<file path="src/rtl/sd_block_reader.sv">
// sd_block_reader
// Drives an SPI byte shifter through a single-block SD read in SPI mode:
// dummy byte, CMD17, R1 poll, data-token wait, payload stream, CRC, trailer.
//
// Optional feature macro: SD_BLOCK_READER_CRC_CHECK_EN
//   When defined, CRC-16/XMODEM is computed over the accepted payload and
//   checked against the two trailing CRC bytes (err=5 on mismatch).
//   When undefined, the CRC bytes are clocked and discarded.
//
// Handshakes used by this block:
//   SPI byte link: spi_start is a one-cycle pulse with spi_tx stable. After
//   it, exactly one byte is outstanding until spi_done pulses (spi_rx valid
//   that cycle). spi_done with nothing outstanding is ignored. The next
//   spi_start is never issued in the same cycle as spi_done.
//   Payload link: data_out/data_valid are held until data_valid & data_ready
//   is sampled on a rising edge; no new SPI byte starts while a payload byte
//   is held.
module sd_block_reader #(
  parameter int BLOCK_BYTES   = 512,
  parameter int R1_POLL_MAX   = 8,
  parameter int TOKEN_TIMEOUT = 65535
) (
  input  logic        C100M,
  input  logic        RESET,
  input  logic        cmd_start,
  input  logic [31:0] cmd_lba,
  input  logic        cmd_sdhc,
  output logic        busy,
  output logic        done,
  output logic [2:0]  err,
  output logic [7:0]  r1,
  output logic        cs_assert,
  output logic        spi_start,
  output logic [7:0]  spi_tx,
  input  logic        spi_done,
  input  logic [7:0]  spi_rx,
  output logic [7:0]  data_out,
  output logic        data_valid,
  input  logic        data_ready,
  output logic [2:0]  dbg_state
);

  typedef enum logic [2:0] {
    S_IDLE  = 3'd0,
    S_PRE   = 3'd1,
    S_CMD   = 3'd2,
    S_R1    = 3'd3,
    S_TOKEN = 3'd4,
    S_DATA  = 3'd5,
    S_CRC   = 3'd6,
    S_FIN   = 3'd7
  } state_t;

  localparam logic [2:0] ERR_OK      = 3'd0;
  localparam logic [2:0] ERR_R1_TO   = 3'd1;
  localparam logic [2:0] ERR_R1_BAD  = 3'd2;
  localparam logic [2:0] ERR_TOKEN   = 3'd3;
  localparam logic [2:0] ERR_TOK_TO  = 3'd4;
  localparam logic [2:0] ERR_CRC     = 3'd5;

  // Terminal values of the shared byte counter and the token poll counter.
  localparam logic [11:0] LAST_BYTE = 12'(BLOCK_BYTES - 1);
  localparam logic [11:0] LAST_POLL = 12'(R1_POLL_MAX - 1);
  localparam logic [15:0] LAST_TOK  = 16'(TOKEN_TIMEOUT - 1);
  localparam logic [11:0] LAST_CMD  = 12'd5;

  state_t      state_q;
  logic        busy_q;
  logic        done_q;
  logic [2:0]  err_q;
  logic [7:0]  r1_q;
  logic        cs_q;
  logic        start_q;
  logic [7:0]  tx_q;
  logic [7:0]  dout_q;
  logic        dv_q;
  logic        pend_q;    // one SPI byte outstanding
  logic [31:0] arg_q;
  logic [11:0] cnt_q;     // CMD byte index, R1 poll count, payload and CRC byte index
  logic [15:0] tok_q;     // token poll count

  logic [7:0]  tx_d;
  logic        cmd_go;
  logic        accept;
  logic        crc_bad;

  assign cmd_go = (state_q == S_IDLE) && cmd_start;
  assign accept = dv_q && data_ready;

  // Byte to shift next: the CMD17 frame while in CMD, idle 0xFF otherwise.
  always_comb begin
    tx_d = 8'hFF;
    if (state_q == S_CMD) begin
      case (cnt_q[2:0])
        3'd0:    tx_d = 8'h51;
        3'd1:    tx_d = arg_q[31:24];
        3'd2:    tx_d = arg_q[23:16];
        3'd3:    tx_d = arg_q[15:8];
        3'd4:    tx_d = arg_q[7:0];
        default: tx_d = 8'hFF;
      endcase
    end
  end

`ifdef SD_BLOCK_READER_CRC_CHECK_EN
  logic [15:0] crc_q;
  logic [15:0] crc_d;
  logic [7:0]  crc_hi_q;

  // CRC-16/XMODEM, one byte at a time, MSB first.
  function automatic logic [15:0] crc16_byte(input logic [15:0] c, input logic [7:0] b);
    logic [15:0] r;
    r = c ^ {b, 8'h00};
    for (int i = 0; i < 8; i++) begin
      r = r[15] ? ((r << 1) ^ 16'h1021) : (r << 1);
    end
    return r;
  endfunction

  // Next CRC value once the held payload byte is consumed.
  always_comb crc_d = crc16_byte(crc_q, dout_q);

  // Running CRC over accepted payload bytes, cleared at each new command.
  always_ff @(posedge C100M or posedge RESET) begin
    if (RESET) begin
      crc_q <= 16'h0000;
    end else if (cmd_go) begin
      crc_q <= 16'h0000;
    end else if (accept) begin
      crc_q <= crc_d;
    end
  end

  // Capture the first (high) CRC byte so the pair can be checked on the second.
  always_ff @(posedge C100M or posedge RESET) begin
    if (RESET) begin
      crc_hi_q <= 8'h00;
    end else if ((state_q == S_CRC) && pend_q && spi_done && (cnt_q == 12'd0)) begin
      crc_hi_q <= spi_rx;
    end
  end

  assign crc_bad = ({crc_hi_q, spi_rx} != crc_q);
`else
  assign crc_bad = 1'b0;
`endif

  // Read sequencer: issues one SPI byte at a time and reacts to each reply.
  always_ff @(posedge C100M or posedge RESET) begin
    if (RESET) begin
      state_q <= S_IDLE;
      busy_q  <= 1'b0;
      done_q  <= 1'b0;
      err_q   <= ERR_OK;
      r1_q    <= 8'hFF;
      cs_q    <= 1'b0;
      start_q <= 1'b0;
      tx_q    <= 8'hFF;
      dout_q  <= 8'h00;
      dv_q    <= 1'b0;
      pend_q  <= 1'b0;
      arg_q   <= 32'h0;
      cnt_q   <= 12'd0;
      tok_q   <= 16'd0;
    end else begin
      start_q <= 1'b0;
      done_q  <= 1'b0;
      if (state_q == S_IDLE) begin
        if (cmd_start) begin
          // Byte addressing: lba * 512, keeping the low 32 bits.
          arg_q   <= cmd_sdhc ? cmd_lba : {cmd_lba[22:0], 9'd0};
          busy_q  <= 1'b1;
          err_q   <= ERR_OK;
          cnt_q   <= 12'd0;
          tok_q   <= 16'd0;
          cs_q    <= 1'b0;
          // Dummy byte goes out immediately, card still deselected.
          start_q <= 1'b1;
          tx_q    <= 8'hFF;
          pend_q  <= 1'b1;
          state_q <= S_PRE;
        end
      end else if (pend_q) begin
        if (spi_done) begin
          pend_q <= 1'b0;
          case (state_q)
            S_PRE: begin
              cs_q    <= 1'b1;
              cnt_q   <= 12'd0;
              state_q <= S_CMD;
            end
            S_CMD: begin
              if (cnt_q == LAST_CMD) begin
                cnt_q   <= 12'd0;
                state_q <= S_R1;
              end else begin
                cnt_q <= cnt_q + 12'd1;
              end
            end
            S_R1: begin
              r1_q <= spi_rx;
              if (!spi_rx[7]) begin
                if (spi_rx == 8'h00) begin
                  tok_q   <= 16'd0;
                  state_q <= S_TOKEN;
                end else begin
                  err_q   <= ERR_R1_BAD;
                  cs_q    <= 1'b0;
                  state_q <= S_FIN;
                end
              end else if (cnt_q == LAST_POLL) begin
                err_q   <= ERR_R1_TO;
                cs_q    <= 1'b0;
                state_q <= S_FIN;
              end else begin
                cnt_q <= cnt_q + 12'd1;
              end
            end
            S_TOKEN: begin
              if (spi_rx == 8'hFE) begin
                cnt_q   <= 12'd0;
                state_q <= S_DATA;
              end else if (spi_rx[7:4] == 4'h0) begin
                err_q   <= ERR_TOKEN;
                cs_q    <= 1'b0;
                state_q <= S_FIN;
              end else if (tok_q == LAST_TOK) begin
                // Every unresolved poll counts, so a stuck card cannot hang us.
                err_q   <= ERR_TOK_TO;
                cs_q    <= 1'b0;
                state_q <= S_FIN;
              end else begin
                tok_q <= tok_q + 16'd1;
              end
            end
            S_DATA: begin
              dout_q <= spi_rx;
              dv_q   <= 1'b1;
            end
            S_CRC: begin
              if (cnt_q == 12'd0) begin
                cnt_q <= 12'd1;
              end else begin
                if (crc_bad) begin
                  err_q <= ERR_CRC;
                end
                cs_q    <= 1'b0;
                state_q <= S_FIN;
              end
            end
            S_FIN: begin
              done_q  <= 1'b1;
              busy_q  <= 1'b0;
              state_q <= S_IDLE;
            end
            default: state_q <= S_IDLE;
          endcase
        end
      end else if (dv_q) begin
        // Payload byte held; only the consumer can release it.
        if (data_ready) begin
          dv_q <= 1'b0;
          if (cnt_q == LAST_BYTE) begin
            cnt_q   <= 12'd0;
            state_q <= S_CRC;
          end else begin
            cnt_q <= cnt_q + 12'd1;
          end
        end
      end else begin
        start_q <= 1'b1;
        tx_q    <= tx_d;
        pend_q  <= 1'b1;
      end
    end
  end

  assign busy       = busy_q;
  assign done       = done_q;
  assign err        = err_q;
  assign r1         = r1_q;
  assign cs_assert  = cs_q;
  assign spi_start  = start_q;
  assign spi_tx     = tx_q;
  assign data_out   = dout_q;
  assign data_valid = dv_q;
  assign dbg_state  = state_q;

endmodule

</file>
<file path="config.mk">
export PLATFORM = sky130hd
export DESIGN_NAME = sd_block_reader
export DESIGN_NICKNAME = d
export VERILOG_FILES = /design/src/rtl/sd_block_reader.sv
export SDC_FILE = /design/constraint.sdc
export NUM_CORES = 1
export LEC_CHECK = 0
export CORE_ASPECT_RATIO = 0.75
export CORE_MARGIN = 5
export CORE_UTILIZATION = 54
export CTS_CLUSTER_DIAMETER = 150
export CTS_CLUSTER_SIZE = 24
export DETAILED_ROUTE_END_ITERATION = 10
export PLACE_DENSITY = 0.9
export SKIP_CTS_REPAIR_TIMING = 1
export SLEW_MARGIN = 25
export SYNTH_ARGS = -nofsm -noshare
export SYNTH_HDL_FRONTEND = slang
export SYNTH_SLANG_ARGS = --single-unit
</file>
<file path="constraint.sdc">
create_clock -name C100M -period 3.6 [get_ports C100M]
set_input_delay 0.54 -clock C100M [delete_from_list [all_inputs] [get_ports C100M]]
set_output_delay 0.54 -clock C100M [all_outputs]
set_load 0.005 [all_outputs]
</file>
==> impl_metrics.yaml <==
run_status:
  run_status: "finished clean"
drt:
  drc_errors: 0
  wl_per_cell_um: 18.0
  drtPass1Iterations: 7
  initialDrtViolationCount: 447
  viasPerCell: 6.19
  drtAntennaViolNets: 0
  dr_total_vias: 4507
  wirelength_um: 13100
min_path:
  min_to: "arg_q[5]$_DFFE_PP0P_"
  min-delay-path-class: "register to register"
  min_from: "arg_q[5]$_DFFE_PP0P_"
  min_path_cells: 2
floorplan:
  rows: 30
  die_w_um: 122
  pin_count: 81
  initial_utilization: 0.558
  coreArea_um2: 9160
  die_area_um2: 11500
  fp.dieH_um: 94.3
cts:
  root_buffer: "clkbuf_16"
  clkSlewWorstSetupHoldPaths_ps: 60
  clkLatencyLatePin_ps: 350
  cts-buffers-inserted: 9
  cts.htree.levels: 3
  cts_tree: "yes"
  clock-sinks: 96
  clock_path_buffers: 2
timing:
  fin_skew_ps: 7.68
  setup_tns_ps: 0
  rsz0062_at_grt: "no"
  slew_violations: 0
  max_clock_freq_mhz: 351
  setup_viol: 0
  setup_ws_ps: 749
  finalCritPeriodShare: 0.792
  tightest_slew_ps: 853
  relSlewSlack: 0.430
  hold_viol: 0
  min_period_ps: 2850
finish:
  nets: 648
  fill_cells: 712
  mostFrequentLayoutCells: "dfrtp_1 (80), clkdlybuf4s50_1 (80), nand2_1 (67)"
  final_core_util: 0.686
  stdcell_count: 728
  stdcell_area_um2: 6290
  syn_to_final_growth_pct: 23.0
  antennaDiodeCount: 0
  layout-drive-gt1-share: 0.125
worst_setup_path:
  reg2reg_slack_ps: 750
  path_max_fanout: 19
  critical_path_class: "register to register"
  critical_path.startpoint: "dbg_state[0]$_DFFE_PP0P_"
  setup.worst_path.end_class: "register"
  cp-start-kind: "register"
  reg2reg_depth: 8
  required_ps: 3840
  rr_endpoint: "cnt_q[6]$_DFFE_PP0P_"
  r2r-start: "dbg_state[0]$_DFFE_PP0P_"
  crit_arrival_ps: 3090
synthesis:
  synth_flop_cell: "dfrtp_1"
  synth_edf_count: 0
  ys_seq_elements: 96
  syn_inst: 528
  synth_area_um2: 5110
  synth-async-reset-ratio: 1.00
  synth_fp_nets: 581
  syn_area_per_cell_um2: 9.68
  yosysWarningCount: 0
  seq_area_frac_synth: 0.474
  ys_types: 61
global_routing:
  grt_pass1_vias: 4357
  overflow: 0
  grt.total_usage: 0.234
  grt_start_max_net_pins: 57
  antenna_found_initial: 0
  grt_pass1_wl_um: 21500
placement:
  place_area_um2: 5990
  dp_hpwl_um: 9560
  io_buffer_count: 80
  dp.cells: 712
  post-place-ws_ps: 493
  globalplace.congestion: 0.910
power:
  cellPowerDensity_nw_per_um2: 740
  vdd_drop_max_mv: 0.402
  leakagePower_nw: 2.68
flow_run:
  maxCapViolCount: 0
## per-stage QoR
| step | hold WS (ps) | total power [mW] |
|---|---|---|
| 3_3_place_gp | 455 | 3.56 |
| 4_1_cts | 477 | 4.64 |
| 5_1_grt | 507 | 4.93 |
| 3_5_place_dp | 456 | 3.69 |
| 2_1_floorplan | 439 | 2.96 |
| 6_report | 470 | 4.65 |
## cell usage after synthesis (13+ instances only)
cell type	n	share of area
o21ai_0	52	0.051
clkbuf_1	22	0.016
dfrtp_1	80	0.39
inv_1	15	0.011
nand3_1	16	0.016
a21oi_1	33	0.032
mux2i_1	25	0.049
nor2_1	37	0.027
dfstp_2	16	0.082
mux2_2	19	0.042
nor3_1	13	0.013
nand2_1	67	0.049
## layer usage
layer / part of all wire / track usage
met2: 0.49 / 0.388
met4: 0.016 / 0.0615
met1: 0.42 / 0.306
met3: 0.082 / 0.0614
met5: 0 / 0
## critical path, stage by stage (launching register included)
cell	delay (ps)
dfrtp_1	600
nor3_1	260
buf_4	210
and2_0	260
buf_4	240
a31oi_1	90
a221oi_2	580
o21ai_0	210
a22o_1	270
## area by class of cell
class | count | area, µm² | share of cell area
well taps | 128 | 160 | 0.0255
flip-flops and latches | 96 | 2420 | 0.385
inverters | 15 | 57.6 | 0.00915
multi-input cells | 384 | 2470 | 0.393
clock buffers | 13 | 250 | 0.0398
clock inverters | 3 | 42.5 | 0.00677
repair buffers | 89 | 881 | 0.140
## report_power, final
group / total (mW) / internal, mW / leakage, nW / switching, mW
registers: 1.84 / 1.50 / 1.21 / 0.337
logic: 1.86 / 0.874 / 1.33 / 0.990
clock network: 0.947 / 0.557 / 0.140 / 0.390
## worst max-delay path by stage
| stage | end | slack, ps |
|---|---|---|
| after global routing | cnt_q[9]$_DFFE_PP0P_ | 470 |
| after floorplan | arg_q[0]$_DFFE_PP0P_ | 580 |
| after global placement | tok_q[5]$_DFFE_PP0P_ | 590 |
| after CTS | cnt_q[6]$_DFFE_PP0P_ | 830 |
| after detailed placement | tok_q[11]$_DFFE_PP0P_ | 490 |
| final | cnt_q[6]$_DFFE_PP0P_ | 750 |
## registers in the layout, summed over array words and instances (netlist names), 3 cells and up
name       flops
arg_q         32
tok_q         16
cnt_q         12
data_out       8
r1             8
spi_tx         8
dbg_state      3
err            3
## cells by family (layout without fill, tap and decap cells)
logic type                 count (synthesis)  count (layout)  synth area share
muxes                                     44              44            0.0908
adders and majority gates                  7               7            0.0171
and+or+nand+nor                          189             189             0.186
xor gates and xnor gates                   2               2           0.00343
DFF                                       96              96             0.474
buffers and inverters                     48             120            0.0423
AOI/OAI and AO/OA                        142             142             0.186
Note: power is estimated with default switching activity, not from simulation.
